## config.mk

```make
export PLATFORM = sky130hd
export DESIGN_NAME = monte_carlo_multi_stat_flat
export DESIGN_NICKNAME = d
export VERILOG_FILES = /design/src/rtl/monte_carlo_multi_stat_if.sv /design/src/rtl/monte_carlo_multi_stat.sv /design/src/flat_wrapper.sv
export SDC_FILE = /design/constraint.sdc
export NUM_CORES = 1
export LEC_CHECK = 0
export BUFFER_PORTS_ARGS = -buffer_cell sky130_fd_sc_hd__buf_2
export CAP_MARGIN = 20
export CORE_MARGIN = 2
export CORE_UTILIZATION = 53
export DETAILED_ROUTE_END_ITERATION = 16
export MAX_ROUTING_LAYER = met4
export PLACE_DENSITY = 0.76
export REMOVE_ABC_BUFFERS = 1
export SLEW_MARGIN = 5
export SYNTH_ARGS = -nofsm -noshare
export SYNTH_HDL_FRONTEND = slang
export SYNTH_SLANG_ARGS = --single-unit
```

## constraint.sdc

```tcl
create_clock -name clk -period 5.75 [get_ports clk]
set_clock_uncertainty 0.15 [all_clocks]
set_input_delay 1.15 -clock clk [delete_from_list [all_inputs] [get_ports clk]]
set_output_delay 1.15 -clock clk [all_outputs]
set_load 0.005 [all_outputs]
```

## src/rtl/monte_carlo_multi_stat_if.sv

```systemverilog
// Control, engine and result signals of the multi-lane Monte Carlo statistics collector.
// The master side drives start/abort/budget and the engine flags; the slave side is the collector.
interface monte_carlo_multi_stat_if #(
    parameter int unsigned NUM_LANES  = 4,
    parameter int unsigned MOVE_W     = 15,
    parameter int unsigned ACC_W      = 32,
    parameter int unsigned TRIAL_W    = 16,
    parameter int unsigned LANE_IDX_W = 2
);
    logic                           start;
    logic                           abort;
    logic [TRIAL_W-1:0]             trial_budget;
    logic [NUM_LANES-1:0]           lane_stuck;
    logic [NUM_LANES*MOVE_W-1:0]    lane_succ_count;
    logic [NUM_LANES-1:0]           lane_rst;
    logic                           busy;
    logic                           done;
    logic                           aborted;
    logic [NUM_LANES*MOVE_W-1:0]    lane_max;
    logic [NUM_LANES*ACC_W-1:0]     lane_total;
    logic [NUM_LANES*TRIAL_W-1:0]   lane_trials;
    logic [LANE_IDX_W-1:0]          best_lane;
    logic [ACC_W-1:0]               best_total;

    modport master (
        output start, abort, trial_budget, lane_stuck, lane_succ_count,
        input  lane_rst, busy, done, aborted, lane_max, lane_total, lane_trials,
               best_lane, best_total
    );

    modport slave (
        input  start, abort, trial_budget, lane_stuck, lane_succ_count,
        output lane_rst, busy, done, aborted, lane_max, lane_total, lane_trials,
               best_lane, best_total
    );
endinterface

```

## src/rtl/monte_carlo_multi_stat.sv

```systemverilog
// Runs NUM_LANES trial engines in parallel, accumulating per-lane max/total/trial count until the
// budget is met or the run is aborted, then scans the lanes for the best total.
module monte_carlo_multi_stat #(
    parameter int unsigned NUM_LANES  = 4,
    parameter int unsigned MOVE_W     = 15,
    parameter int unsigned ACC_W      = 32,
    parameter int unsigned TRIAL_W    = 16,
    parameter int unsigned LANE_IDX_W = 2
) (
    input logic                     clk,
    input logic                     rst,
    monte_carlo_multi_stat_if.slave bus
);
    // One spare bit above the wider operand so the saturation check sees the carry.
    localparam int unsigned SUM_W = ((MOVE_W > ACC_W) ? MOVE_W : ACC_W) + 1;

    typedef enum logic [1:0] {StIdle, StRun, StScan, StDone} state_e;
    typedef enum logic [1:0] {LnLaunch, LnGuard, LnWait, LnFin} lane_e;

    state_e                state_q, state_d;
    lane_e                 lane_q      [NUM_LANES];
    lane_e                 lane_d      [NUM_LANES];
    logic [MOVE_W-1:0]     max_q       [NUM_LANES];
    logic [MOVE_W-1:0]     max_d       [NUM_LANES];
    logic [ACC_W-1:0]      total_q     [NUM_LANES];
    logic [ACC_W-1:0]      total_d     [NUM_LANES];
    logic [TRIAL_W-1:0]    trials_q    [NUM_LANES];
    logic [TRIAL_W-1:0]    trials_d    [NUM_LANES];
    logic [TRIAL_W-1:0]    budget_q, budget_d;
    logic [LANE_IDX_W-1:0] best_lane_q, best_lane_d;
    logic [LANE_IDX_W-1:0] scan_idx_q, scan_idx_d;
    logic [ACC_W-1:0]      best_total_q, best_total_d;
    logic                  aborted_q, aborted_d;
    logic                  all_fin;
    logic [MOVE_W-1:0]     succ;
    logic [SUM_W-1:0]      sum;

    always_ff @(posedge clk) begin
        if (rst) begin
            state_q      <= StIdle;
            budget_q     <= '0;
            best_lane_q  <= '0;
            scan_idx_q   <= '0;
            best_total_q <= '0;
            aborted_q    <= 1'b0;
            for (int i = 0; i < NUM_LANES; i++) begin
                lane_q[i]   <= LnFin;
                max_q[i]    <= '0;
                total_q[i]  <= '0;
                trials_q[i] <= '0;
            end
        end else begin
            state_q      <= state_d;
            budget_q     <= budget_d;
            best_lane_q  <= best_lane_d;
            scan_idx_q   <= scan_idx_d;
            best_total_q <= best_total_d;
            aborted_q    <= aborted_d;
            for (int i = 0; i < NUM_LANES; i++) begin
                lane_q[i]   <= lane_d[i];
                max_q[i]    <= max_d[i];
                total_q[i]  <= total_d[i];
                trials_q[i] <= trials_d[i];
            end
        end
    end

    always_comb begin
        state_d      = state_q;
        budget_d     = budget_q;
        best_lane_d  = best_lane_q;
        scan_idx_d   = scan_idx_q;
        best_total_d = best_total_q;
        aborted_d    = aborted_q;
        lane_d       = lane_q;
        max_d        = max_q;
        total_d      = total_q;
        trials_d     = trials_q;
        all_fin      = 1'b1;
        succ         = '0;
        sum          = '0;

        unique case (state_q)
            StIdle: begin
                if (bus.start) begin
                    budget_d     = bus.trial_budget;
                    best_lane_d  = '0;
                    best_total_d = '0;
                    aborted_d    = 1'b0;
                    scan_idx_d   = '0;
                    for (int i = 0; i < NUM_LANES; i++) begin
                        lane_d[i]   = (bus.trial_budget == '0) ? LnFin : LnLaunch;
                        max_d[i]    = '0;
                        total_d[i]  = '0;
                        trials_d[i] = '0;
                    end
                    state_d = (bus.trial_budget == '0) ? StScan : StRun;
                end
            end
            StRun: begin
                if (bus.abort) begin
                    // Abort wins over any stuck sample in the same cycle.
                    aborted_d  = 1'b1;
                    scan_idx_d = '0;
                    state_d    = StScan;
                end else begin
                    for (int i = 0; i < NUM_LANES; i++) begin
                        case (lane_q[i])
                            LnLaunch: lane_d[i] = LnGuard;
                            LnGuard:  lane_d[i] = LnWait;
                            LnWait: begin
                                if (bus.lane_stuck[i]) begin
                                    succ = bus.lane_succ_count[i*MOVE_W +: MOVE_W];
                                    sum  = SUM_W'(total_q[i]) + SUM_W'(succ);
                                    total_d[i] = (sum[SUM_W-1:ACC_W] != '0) ? '1 : sum[ACC_W-1:0];
                                    if (succ > max_q[i]) begin
                                        max_d[i] = succ;
                                    end
                                    trials_d[i] = trials_q[i] + 1'b1;
                                    lane_d[i]   = (trials_d[i] == budget_q) ? LnFin : LnLaunch;
                                end
                            end
                            default: lane_d[i] = LnFin;
                        endcase
                        if (lane_d[i] != LnFin) begin
                            all_fin = 1'b0;
                        end
                    end
                    if (all_fin) begin
                        scan_idx_d = '0;
                        state_d    = StScan;
                    end
                end
            end
            StScan: begin
                if (total_q[scan_idx_q] > best_total_q) begin
                    best_total_d = total_q[scan_idx_q];
                    best_lane_d  = scan_idx_q;
                end
                if (scan_idx_q == LANE_IDX_W'(NUM_LANES - 1)) begin
                    state_d = StDone;
                end else begin
                    scan_idx_d = scan_idx_q + 1'b1;
                end
            end
            StDone: state_d = StIdle;
            default: state_d = StIdle;
        endcase
    end

    always_comb begin
        bus.lane_rst    = '0;
        bus.lane_max    = '0;
        bus.lane_total  = '0;
        bus.lane_trials = '0;
        for (int i = 0; i < NUM_LANES; i++) begin
            bus.lane_rst[i]                       = (state_q == StRun) && (lane_q[i] == LnLaunch);
            bus.lane_max[i*MOVE_W +: MOVE_W]      = max_q[i];
            bus.lane_total[i*ACC_W +: ACC_W]      = total_q[i];
            bus.lane_trials[i*TRIAL_W +: TRIAL_W] = trials_q[i];
        end
        bus.busy       = (state_q != StIdle);
        bus.done       = (state_q == StDone);
        bus.aborted    = aborted_q;
        bus.best_lane  = best_lane_q;
        bus.best_total = best_total_q;
    end
endmodule

```

## src/flat_wrapper.sv

```systemverilog
// flat-port wrapper written by rule: the top's interface ports become plain ports
module monte_carlo_multi_stat_flat 
#(
    parameter int unsigned NUM_LANES  = 4,
    parameter int unsigned MOVE_W     = 15,
    parameter int unsigned ACC_W      = 32,
    parameter int unsigned TRIAL_W    = 16,
    parameter int unsigned LANE_IDX_W = 2
)
  (clk, rst, bus_start, bus_abort, bus_trial_budget, bus_lane_stuck, bus_lane_succ_count, bus_lane_rst, bus_busy, bus_done, bus_aborted, bus_lane_max, bus_lane_total, bus_lane_trials, bus_best_lane, bus_best_total);
  monte_carlo_multi_stat_if #(.NUM_LANES(NUM_LANES), .MOVE_W(MOVE_W), .ACC_W(ACC_W), .TRIAL_W(TRIAL_W), .LANE_IDX_W(LANE_IDX_W)) bus_i ();
  input logic clk;
  input logic rst;
  input wire logic [$bits(bus_i.start)-1:0] bus_start;
  input wire logic [$bits(bus_i.abort)-1:0] bus_abort;
  input wire logic [$bits(bus_i.trial_budget)-1:0] bus_trial_budget;
  input wire logic [$bits(bus_i.lane_stuck)-1:0] bus_lane_stuck;
  input wire logic [$bits(bus_i.lane_succ_count)-1:0] bus_lane_succ_count;
  output wire logic [$bits(bus_i.lane_rst)-1:0] bus_lane_rst;
  output wire logic [$bits(bus_i.busy)-1:0] bus_busy;
  output wire logic [$bits(bus_i.done)-1:0] bus_done;
  output wire logic [$bits(bus_i.aborted)-1:0] bus_aborted;
  output wire logic [$bits(bus_i.lane_max)-1:0] bus_lane_max;
  output wire logic [$bits(bus_i.lane_total)-1:0] bus_lane_total;
  output wire logic [$bits(bus_i.lane_trials)-1:0] bus_lane_trials;
  output wire logic [$bits(bus_i.best_lane)-1:0] bus_best_lane;
  output wire logic [$bits(bus_i.best_total)-1:0] bus_best_total;
  assign bus_i.start = bus_start;
  assign bus_i.abort = bus_abort;
  assign bus_i.trial_budget = bus_trial_budget;
  assign bus_i.lane_stuck = bus_lane_stuck;
  assign bus_i.lane_succ_count = bus_lane_succ_count;
  assign bus_lane_rst = bus_i.lane_rst;
  assign bus_busy = bus_i.busy;
  assign bus_done = bus_i.done;
  assign bus_aborted = bus_i.aborted;
  assign bus_lane_max = bus_i.lane_max;
  assign bus_lane_total = bus_i.lane_total;
  assign bus_lane_trials = bus_i.lane_trials;
  assign bus_best_lane = bus_i.best_lane;
  assign bus_best_total = bus_i.best_total;
  monte_carlo_multi_stat #(.NUM_LANES(NUM_LANES), .MOVE_W(MOVE_W), .ACC_W(ACC_W), .TRIAL_W(TRIAL_W), .LANE_IDX_W(LANE_IDX_W)) u_core (.clk(clk), .rst(rst), .bus(bus_i));
endmodule
```

==> flow_summary.json, run 1 <==
{
  "slew_headroom": 0.3263,
  "synth_edf_count": 0,
  "dr_total_vias": 21110,
  "dr.pass1.iters": 6,
  "syn2layout_area_growth_pct": 16.29,
  "grt_usage": 0.3478,
  "outcome": "complete, no violations",
  "htreeDepth": 2,
  "via_per_inst": 6.216,
  "maxCapViolCount": 0,
  "postSynthAreaPerCell_um2": 8.117,
  "rr_worst_depth": 13,
  "ys_seq_area_frac": 0.3035,
  "cts_hold_buf": 0,
  "antenna_found_initial": 0,
  "cts.sinks": 315,
  "ys_seq_elements": 315,
  "setup_viol": 0,
  "ctsResizeCount": 0,
  "core_area_mm2": 0.03865,
  "cts_buffer_depth": 3,
  "drt_iter0_markers": 1892,
  "ant_nets": 0,
  "drv_slew": 0,
  "ctsRootBufferMaster": "clkbuf_16",
  "clk_latency_ns": 0.55,
  "worst_hold_path_type": "reg -> reg",
  "die_area_mm2": 0.04080,
  "gp_congestion": 0.9903,
  "die_w_um": 202,
  "io_buffers": 376,
  "cp.required_ns": 6.08,
  "worst_pin_slew_ns": 1.007,
  "peakVddDrop_mv": 0.2176,
  "final_cells": 3396,
  "syn-instance-count": 2560,
  "fin_crit_sh": 0.7688,
  "grt_pass1_wl_mm": 109.8,
  "final_hold_viol_count": 0,
  "ios": 377,
  "rsz0062_at_grt": "false",
  "yosysWarnings": 0,
  "r2r_end": "u_core.bus.best_total[0]",
  "fin_nets": 3105,
  "drive_above_1_share": 0.1810,
  "postCtsSetupRepairBufs": 0,
  "rows": 72,
  "drc": 0,
  "worstSetupPathType": "reg -> reg",
  "pre_cts_ws_ns": 1.329,
  "cp-endpoint": "u_core.bus.best_total[0]",
  "grt_pass1_vias": 19560,
  "routedWlPerCell_um": 21.09,
  "cp_data_arrival_time_ns": 4.75,
  "path_clk_slew_ns": 0.06,
  "holdPathStages": 2,
  "hpwl_mm": 55.43,
  "synth_cell_types": 84,
  "startpoint_type": "flop",
  "dp.cells": 3332,
  "async_reset_ff_frac": 0,
  "fmax_mhz": 226.2,
  "crit_path_max_fanout": 31,
  "r2r_slack_ns": 1.33,
  "fin_ws_ns": 1.329,
  "final_area_mm2": 0.02416,
  "overflow": 0,
  "placed_cell_area_mm2": 0.02295,
  "fin_crit_ns": 4.421,
  "r2r_start": "u_core.scan_idx_q[0]",
  "syn-cell-area_mm2": 0.02078,
  "synth_ff_type": "dfxtp_1",
  "cts_buffers": 37,
  "power_leakage_nw": 10.60,
  "drt-total-wl_mm": 71.63,
  "start_util": 0.5377,
  "antenna_cells": 0,
  "final_cell_mix": "buf_2 (375), dfxtp_1 (314), nand2_1 (256), a21oi_1 (192), nor2_1 (184)",
  "power_density_mw_per_mm2": 332.8,
  "grt_max_degree": 54,
  "critPathLaunch": "u_core.scan_idx_q[0]",
  "critPathCaptureType": "flop",
  "fp.dieH_um": 202,
  "power_w": 0.008041,
  "cts_tree": "done",
  "final_common_cell": "buf_2"
}
-- critical path: stages, from the launching register on --
cell and delay (ns):
dfxtp_2 0.43, buf_4 0.51, mux4_2 0.62, ha_1 0.32
nand4_1 0.13, o21ai_0 0.18, a21oi_1 0.06, o21bai_1 0.23
a21oi_1 0.10, o2111ai_1 0.17, nand2_1 0.11, nor4b_2 0.68
buf_4 0.43, a22o_1 0.19
-- kinds of logic after synthesis --
group,count (synthesis),share of synthesized area
and+or+nand+nor,870,0.2070
muxes,47,0.04203
buffers and inverters,293,0.05425
AOI/OAI and AO/OA,746,0.2400
adders and majority gates,166,0.1014
xor gates and xnor gates,123,0.05185
DFF,315,0.3035
-- synthesized netlist by cell type, drive strengths merged (13+ instances only) --
library cell	count	share of area
xor2	46	0.019
nor3b	16	0.0058
and4	14	0.0060
a21oi	192	0.046
nand2b	29	0.0087
a31oi	32	0.0096
xnor2	77	0.032
and3	38	0.011
nor4	21	0.0076
nand4	52	0.016
nor3	82	0.020
a22oi	25	0.0090
nor2	186	0.034
dfxtp	315	0.30
a311oi	14	0.0059
nand2	257	0.047
a211oi	28	0.010
nor2b	25	0.0075
o21a	36	0.013
buf	29	0.0065
o21ai	147	0.035
nand3	80	0.020
ha	162	0.098
mux4	32	0.035
a22o	95	0.040
a2bb2oi	22	0.0093
clkbuf	119	0.022
a21o	64	0.023
and2	21	0.0063
inv	145	0.026
mux2i	13	0.0063
-- report_power, final --
group	internal, W	switching (W)
Combinational	0.00103	0.00198
Clock	0.00140	0.000973
Sequential	0.00235	0.000297
Total	0.00479	0.00325
-- area by class of cell --
type | instances | area [um2]
Fill cell | 3494 | 14480
Multi-Input combinational cell | 1952 | 13370
Sequential cell | 315 | 6307
Timing Repair Buffer | 404 | 2095
Clock buffer | 48 | 1037
Tap cell | 518 | 648.1
Inverter | 145 | 544.3
Clock inverter | 14 | 162.7
-- per-stage QoR --
stage / util / setup TNS (ns) / hold slack, ns
finish: 0.6252 / 0 / 0.3282
global placement: 0.5938 / 0 / 0.3124
floorplan: - / -33.37 / 0.3105
CTS: 0.6248 / 0 / 0.3254
detailed placement: 0.5938 / 0 / 0.3196
global route: 0.6252 / 0 / 0.3528
-- per-layer routing --
metal | global-route usage | up-vias | share of wire
li1 | - | 9935 | -
met5 | - | - | 0
met1 | 0.4638 | 10030 | 0.42
met3 | 0.05772 | 155 | 0.094
met4 | 0.1434 | 0 | 0.044
met2 | 0.5237 | 988 | 0.44
-- worst min-delay path by stage --
stage	startpoint	endpoint
after floorplan	u_core.bus.lane_total[100]	u_core.bus.lane_total[100]
after global placement	u_core.bus.lane_total[44]	u_core.bus.lane_total[44]
after detailed placement	u_core.bus.lane_total[44]	u_core.bus.lane_total[44]
after CTS	u_core.bus.lane_total[44]	u_core.bus.lane_total[44]
after global routing	u_core.bus.lane_total[44]	u_core.bus.lane_total[44]
final	u_core.bus.lane_total[44]	u_core.bus.lane_total[44]
-- flip-flops by register name, indices dropped and copies added (netlist names) --
signal	count
u_core.budget_q	16
u_core.bus.aborted	1
u_core.bus.best_lane	2
u_core.bus.best_total	32
u_core.bus.lane_max	60
u_core.bus.lane_total	128
u_core.bus.lane_trials	64
u_core.lane_q	8
u_core.scan_idx_q	2
u_core.state_q	2
Note: power is estimated with default switching activity, not from simulation.
==> run 2, diff against run 1 <==
--- a/config.mk
+++ b/config.mk
@@ -5,6 +5,7 @@
 export SDC_FILE = /design/constraint.sdc
 export NUM_CORES = 1
 export LEC_CHECK = 0
+export ABC_AREA = 1
 export BUFFER_PORTS_ARGS = -buffer_cell sky130_fd_sc_hd__buf_2
 export CAP_MARGIN = 20
 export CORE_MARGIN = 2
==> constraint.sdc (replaced) <==
create_clock -name clk -period 4.6 [get_ports clk]
set_clock_uncertainty 0.15 [all_clocks]
set_input_delay 0.92 -clock clk [delete_from_list [all_inputs] [get_ports clk]]
set_output_delay 0.92 -clock clk [all_outputs]
set_load 0.005 [all_outputs]
==> run 2 against run 1 <==
  * Total power rose by 20%
  * Global-route usage rose by 0.46 points
  * Hold slack got worse by 0.0083 ns
  * Design area rose by 5.9%
  * Via count rose by 14%
  * Sequential share of layout area fell by 1.4 points
  * Sequential power rose by 23%
  * Critical path type unchanged
  * Critical endpoint is now u_core.bus.best_total[10]
==> flow_summary.json, run 2 <==
{
  "outcome": "complete, no violations",
  "rr_worst_depth": 17,
  "rows": 74,
  "fin_nets": 3957,
  "yosysWarnings": 0,
  "drive_above_1_share": 0.1420,
  "drc": 0,
  "crit_path_max_fanout": 29,
  "fin_crit_sh": 0.8346,
  "setup_tns_ns": 0,
  "crit_top_cell": "nand2_1",
  "die_w_um": 207.0,
  "syn-cell-area_mm2": 0.02184,
  "critPathCaptureType": "flop",
  "cp_num_cells": 17,
  "power_leakage_nw": 11.34,
  "cts_buffers": 40,
  "largest_reg_flops": 128,
  "placed_cell_area_mm2": 0.02416,
  "cts.sinks": 315,
  "synth_edf_count": 0,
  "core_area_mm2": 0.04074,
  "path_clk_slew_ns": 0.06,
  "cp.required_ns": 4.93,
  "postCtsSetupRepairBufs": 0,
  "htreeDepth": 2,
  "ant_nets": 0,
  "rsz0062_at_grt": "false",
  "worst_pin_slew_ns": 1.009,
  "yosys-top-cells-area": "dfxtp_1 (29%), nand2_1 (16%), a21oi_1 (11%)",
  "r2r_slack_ns": 0.76,
  "peakVddDrop_mv": 0.3160,
  "dr_total_vias": 24060,
  "crit_chain": "inv_2 > buf_4 > a21oi_1 > o21ai_0 > nand2_1 > ha_1 > nand2_1 > nor2_1 > nand4_1 > nor4_1 > nand4_1 > nand2_1 > nand2_1 > nand2_2 > buf_4 > a21oi_1 > a211oi_1",
  "async_reset_ff_frac": 0,
  "grt_pass1_wl_mm": 118.8,
  "ys_seq_elements": 315,
  "slew_headroom": 0.3249,
  "crit_buf_inv": 3,
  "r2r_end": "u_core.bus.best_total[10]",
  "postSynthAreaPerCell_um2": 6.447,
  "fin_ws_ns": 0.7608,
  "final_area_mm2": 0.02558,
  "start_util": 0.5362,
  "syn2layout_area_growth_pct": 17.11,
  "fin_crit_ns": 3.839,
  "synth_cell_types": 54,
  "critPathSlowestCell": "buf_4",
  "worst_hold_path_type": "reg -> reg",
  "grt_max_degree": 128,
  "fp.dieH_um": 207.0,
  "cp_data_arrival_time_ns": 4.17,
  "gp_congestion": 1.039,
  "routedWlPerCell_um": 17.92,
  "cts_buffer_depth": 3,
  "slowest_delay_ns": 0.38,
  "synth_top_area_frac": 0.2887,
  "drt_iter0_markers": 2333,
  "final_common_cell": "nand2_1",
  "io_buffers": 376,
  "final_cell_mix": "nand2_1 (922), a21oi_1 (461), buf_2 (375), inv_1 (361), dfxtp_1 (314)",
  "ctsRootBufferMaster": "clkbuf_16",
  "pre_cts_ws_ns": 0.5485,
  "via_per_inst": 5.632,
  "yosys-top-cells-count": "nand2_1 (924), a21oi_1 (461), inv_1 (362)",
  "r2r_start": "u_core.scan_idx_q[0]",
  "final_hold_viol_count": 0,
  "synth_ff_type": "dfxtp_1",
  "drt-total-wl_mm": 76.58,
  "yosysMostFrequentCell": "nand2_1",
  "grt_usage": 0.3524,
  "worstSetupPathType": "reg -> reg",
  "antenna_found_initial": 1,
  "fmax_mhz": 260.5,
  "whs_ns": 0.3199,
  "clk_latency_ns": 0.58,
  "ys_seq_area_frac": 0.2887,
  "ios": 377,
  "cts_hold_buf": 0,
  "critPathLaunch": "u_core.scan_idx_q[0]",
  "startpoint_type": "flop",
  "die_area_mm2": 0.04285,
  "maxCapViolCount": 0,
  "hpwl_mm": 57.08,
  "syn-instance-count": 3388,
  "critical-path-top-delay-family": "simple AND/OR/NAND/NOR gates",
  "power_density_mw_per_mm2": 376.4,
  "grt_pass1_vias": 21400,
  "cp-endpoint": "u_core.bus.best_total[10]",
  "drv_slew": 0,
  "cts_tree": "done",
  "ctsResizeCount": 0,
  "synth.largest_area_cell": "dfxtp_1",
  "setup_viol": 0,
  "dr.pass1.iters": 6,
  "overflow": 0
}
run 2: cell types whose count changed after synthesis, sizes merged, moves of 62 or more:
cell,delta
a21o,-62
a21oi,+272
a22o,-95
inv,+220
nand2,+674
nand3,+113
o21ai,+108
run 2: cell type report:
type | count | area [um2]
Fill cell | 3907 | 15160
Tap cell | 532 | 665.6
Sequential cell | 315 | 6307
Timing Repair Buffer | 405 | 2122
Inverter | 366 | 1374
Clock buffer | 54 | 1165
Multi-Input combinational cell | 2579 | 13700
Antenna cell | 1 | 2.502
Clock inverter | 20 | 247.7
run 2: cells by family (layout without fill, tap and decap cells):
| logic type | Yosys count | count (layout) | share of synthesized area |
|---|---|---|---|
| flops | 315 | 315 | 0.2887 |
| other cells | 0 | 1 | 0 |
| xor+xnor | 85 | 85 | 0.03660 |
| buf+inv | 494 | 845 | 0.08529 |
| simple gates | 1491 | 1491 | 0.2863 |
| fa+ha+maj | 166 | 166 | 0.09646 |
| compound gates | 837 | 837 | 0.2067 |
run 2: per-layer routing:
layer / routed length (um) / GRT usage / up-vias
met5: 0 / - / -
met4: 3392 / 0.1389 / 0
met3: 6602 / 0.05882 / 178
met2: 35520 / 0.5651 / 1062
met1: 31060 / 0.4426 / 10860
li1: - / - / 11960
run 2: worst min-delay path by stage:
stage | from | to | slack, ns | cells past startpoint
final | u_core.bus.aborted | u_core.bus.aborted | 0.32 | 2
after global routing | u_core.bus.lane_max[49] | u_core.bus.lane_max[49] | 0.35 | 2
after CTS | u_core.bus.aborted | u_core.bus.aborted | 0.32 | 2
after detailed placement | u_core.bus.aborted | u_core.bus.aborted | 0.31 | 2
after global placement | u_core.bus.aborted | u_core.bus.aborted | 0.31 | 2
after floorplan | u_core.bus.aborted | u_core.bus.aborted | 0.30 | 2
run 2: worst min-delay path, stage by stage (launching register included):
cell and delay (ns):
dfxtp_1 0.31, o31ai_1 0.06, a21oi_1 0.06
run 2: stage by stage:
stage          utilization  power (W)  instances
6_report            0.6279   0.009629       4272
5_1_grt             0.6279    0.01013       4272
4_1_cts             0.6277   0.009612       4270
3_5_place_dp        0.5930   0.006212       4196
3_3_place_gp        0.5930   0.006202       4196
2_1_floorplan            -   0.005042       3260
run 2: where the power goes:
part | internal [W] | switching, W | leakage [nW]
registers | 0.00295 | 0.000303 | 2.55
clock network | 0.00207 | 0.00132 | 0.695
logic | 0.000982 | 0.00200 | 8.09
total | 0.00600 | 0.00363 | 11.3
==> run 3, diff against run 2 <==
--- a/config.mk
+++ b/config.mk
@@ -9,10 +9,10 @@
 export BUFFER_PORTS_ARGS = -buffer_cell sky130_fd_sc_hd__buf_2
 export CAP_MARGIN = 20
 export CORE_MARGIN = 2
-export CORE_UTILIZATION = 53
+export CORE_UTILIZATION = 52
 export DETAILED_ROUTE_END_ITERATION = 16
 export MAX_ROUTING_LAYER = met4
-export PLACE_DENSITY = 0.76
+export PLACE_DENSITY = 0.78
 export REMOVE_ABC_BUFFERS = 1
 export SLEW_MARGIN = 5
 export SYNTH_ARGS = -nofsm -noshare
==> constraint.sdc (replaced) <==
create_clock -name clk -period 3.1 [get_ports clk]
set_clock_uncertainty 0.15 [all_clocks]
set_input_delay 0.62 -clock clk [delete_from_list [all_inputs] [get_ports clk]]
set_output_delay 0.62 -clock clk [all_outputs]
set_load 0.005 [all_outputs]
==> run 3 against run 2 <==
  * The flow now finishes with violations (setup timing)
  * Global-route usage increased by 1.5 points
  * Routed wire length increased by 9.6%
  * Maximum frequency grew 13%
  * Critical path type unchanged
  * Critical endpoint is now u_core.bus.best_total[4]
  * Largest cell class unchanged
  * Highest routed layer unchanged
==> flow_summary.json, run 3 (same netlist as run 2, synthesis figures left out) <==
{
  "fin_nets": 4233,
  "final_area_mm2": 0.02889,
  "p_clk_frac": 0.305,
  "clk_latency_ns": 0.57,
  "n_fill_cell": 3622,
  "grt_usage": 0.3673,
  "critical-path-top-delay-family": "compound AO/OA/AOI/OAI gates",
  "final_cells": 4550,
  "placed_cell_area_mm2": 0.02605,
  "fin_ws_ns": -0.3027,
  "ant_nets": 0,
  "fin_crit_ns": 3.403,
  "startpoint_type": "flop",
  "drv_slew": 0,
  "crit_chain": "buf_12 > buf_8 > buf_6 > nor2_1 > o22ai_2 > ha_1 > nand2_1 > o21ai_1 > a21oi_2 > nor2_1 > o21ai_1 > o211ai_1 > nand2_2 > nand2_4 > nand2_8 > clkbuf_16 > a21oi_1 > a211oi_2",
  "worst_hold_path_type": "in -> reg",
  "cp.required_ns": 3.37,
  "maxCapViolCount": 0,
  "power_leakage_nw": 13.03,
  "critPathCaptureType": "flop",
  "start_util": 0.5243,
  "pre_cts_ws_ns": -0.3349,
  "ios": 377,
  "switchingPower_w": 0.006056,
  "die_area_mm2": 0.04366,
  "cts_tree": "done",
  "power_density_mw_per_mm2": 547.0,
  "setup_viol": 34,
  "r2r_slack_ns": -0.30,
  "r2r_end": "u_core.bus.best_total[4]",
  "cts.sinks": 315,
  "drt-total-wl_mm": 83.89,
  "antenna_found_initial": 0,
  "grt_max_degree": 100,
  "dr.pass1.iters": 5,
  "overflow": 0,
  "via_per_inst": 5.696,
  "final-seq-area_mm2": 0.006337,
  "fin_crit_sh": 1.098,
  "cts_buffers": 39,
  "io_buffers": 376,
  "rows": 75,
  "rr_worst_depth": 18,
  "outcome": "complete, but fails checks",
  "power_w": 0.01581,
  "cts_hold_buf": 0,
  "drive_above_1_share": 0.2436,
  "largest_reg_flops": 128,
  "rsz0062_at_grt": "true",
  "cp_num_cells": 18,
  "gp_congestion": 0.9875,
  "grt_pass1_wl_mm": 125.1,
  "worst_pin_slew_ns": 1.162,
  "final_common_cell": "nand2_1",
  "drc": 0,
  "hpwl_mm": 60.84,
  "cts_buffer_depth": 3,
  "drt_iter0_markers": 2342,
  "internal-power_w": 0.009749,
  "fmax_mhz": 293.9,
  "grt_pass1_vias": 23500,
  "crit_buf_inv": 4,
  "cp-endpoint": "u_core.bus.best_total[4]",
  "violations": "setup timing",
  "worstSetupPathType": "reg -> reg",
  "dp.cells": 4432,
  "setup_tns_ns": -8.737,
  "htreeDepth": 2,
  "syn2layout_area_growth_pct": 32.28,
  "multi_input_area_mm2": 0.01457,
  "final_cell_mix": "nand2_1 (903), a21oi_1 (424), buf_2 (375), inv_1 (357), dfxtp_1 (294)",
  "routedWlPerCell_um": 18.44,
  "fp.dieH_um": 209.0,
  "dr_total_vias": 25920,
  "r2r_start": "u_core.scan_idx_q[0]",
  "crit_path_max_fanout": 9,
  "combPwrFrac": 0.394,
  "path_clk_slew_ns": 0.06,
  "ctsRootBufferMaster": "clkbuf_16",
  "final_hold_viol_count": 0,
  "slowest_delay_ns": 0.40,
  "p_sw_frac": 0.3832,
  "critPathSlowestCell": "dfxtp_4",
  "cp_data_arrival_time_ns": 3.67,
  "seqPwrFrac": 0.302,
  "peakVddDrop_mv": 0.4372,
  "die_w_um": 209.0,
  "core_area_mm2": 0.04167,
  "slew_headroom": 0.2254,
  "critPathLaunch": "u_core.scan_idx_q[0]"
}
run 3: per-stage QoR:
stage	utilization	hold WS, ns
3_5_place_dp	0.6252	0.3081
5_1_grt	0.6934	0.1917
3_3_place_gp	0.6252	0.3052
2_1_floorplan	-	0.3042
6_report	0.6935	0.1827
4_1_cts	0.6631	0.1619
run 3: layer usage:
metal / up-vias / share of wire / global-route usage
met1: 11880 / 0.39 / 0.4465
met5: - / 0 / -
met4: 0 / 0.060 / 0.1781
met2: 1255 / 0.46 / 0.5854
met3: 269 / 0.093 / 0.07124
li1: 12510 / - / -
run 3: area by class of cell:
cell class,count,share of cell area
inverter,366,0.04815
clock inverter,10,0.004330
tap,539,0.02334
sequential,315,0.2193
timing repair buffer,681,0.1594
multi-input combinational,2580,0.5042
clock buffer,58,0.04118
antenna,1,0.00008661
run 3: tightest hold or removal path: cells and delay by family:
| family | cells | cell delay, ns |
|---|---|---|
| compound gates | 1 | 0.06 |
| buf+inv | 1 | 0.12 |
| simple gates | 1 | 0.06 |
run 3: power groups by stage:
stage	combinational (W)	clock (W)	sequential, W
floorplan	0.00273	0	0.00475
global placement	0.00494	0	0.00481
detailed placement	0.00498	0	0.00481
CTS	0.00520	0.00482	0.00473
global route	0.00670	0.00501	0.00479
finish	0.00622	0.00481	0.00477
run 3: worst min path at each step:
| stage | to | startpoint | depth (start not counted) |
|---|---|---|---|
| 5_1_grt | u_core.bus.lane_max[3] | bus_lane_succ_count[3] | 3 |
| 3_3_place_gp | u_core.bus.best_lane[1] | u_core.bus.best_lane[1] | 2 |
| 4_1_cts | u_core.bus.lane_max[6] | bus_lane_succ_count[6] | 3 |
| 6_report | u_core.bus.lane_max[14] | bus_lane_succ_count[14] | 3 |
| 3_5_place_dp | u_core.bus.best_lane[1] | u_core.bus.best_lane[1] | 2 |
| 2_1_floorplan | u_core.bus.aborted | u_core.bus.aborted | 2 |
run 3: timing repair:
item	4_1_cts	5_1_grt
setup endpoints to repair	34	105
pin swaps	4	48
gates resized for setup	29	259
cloned	1	11
setup buffers	18	20
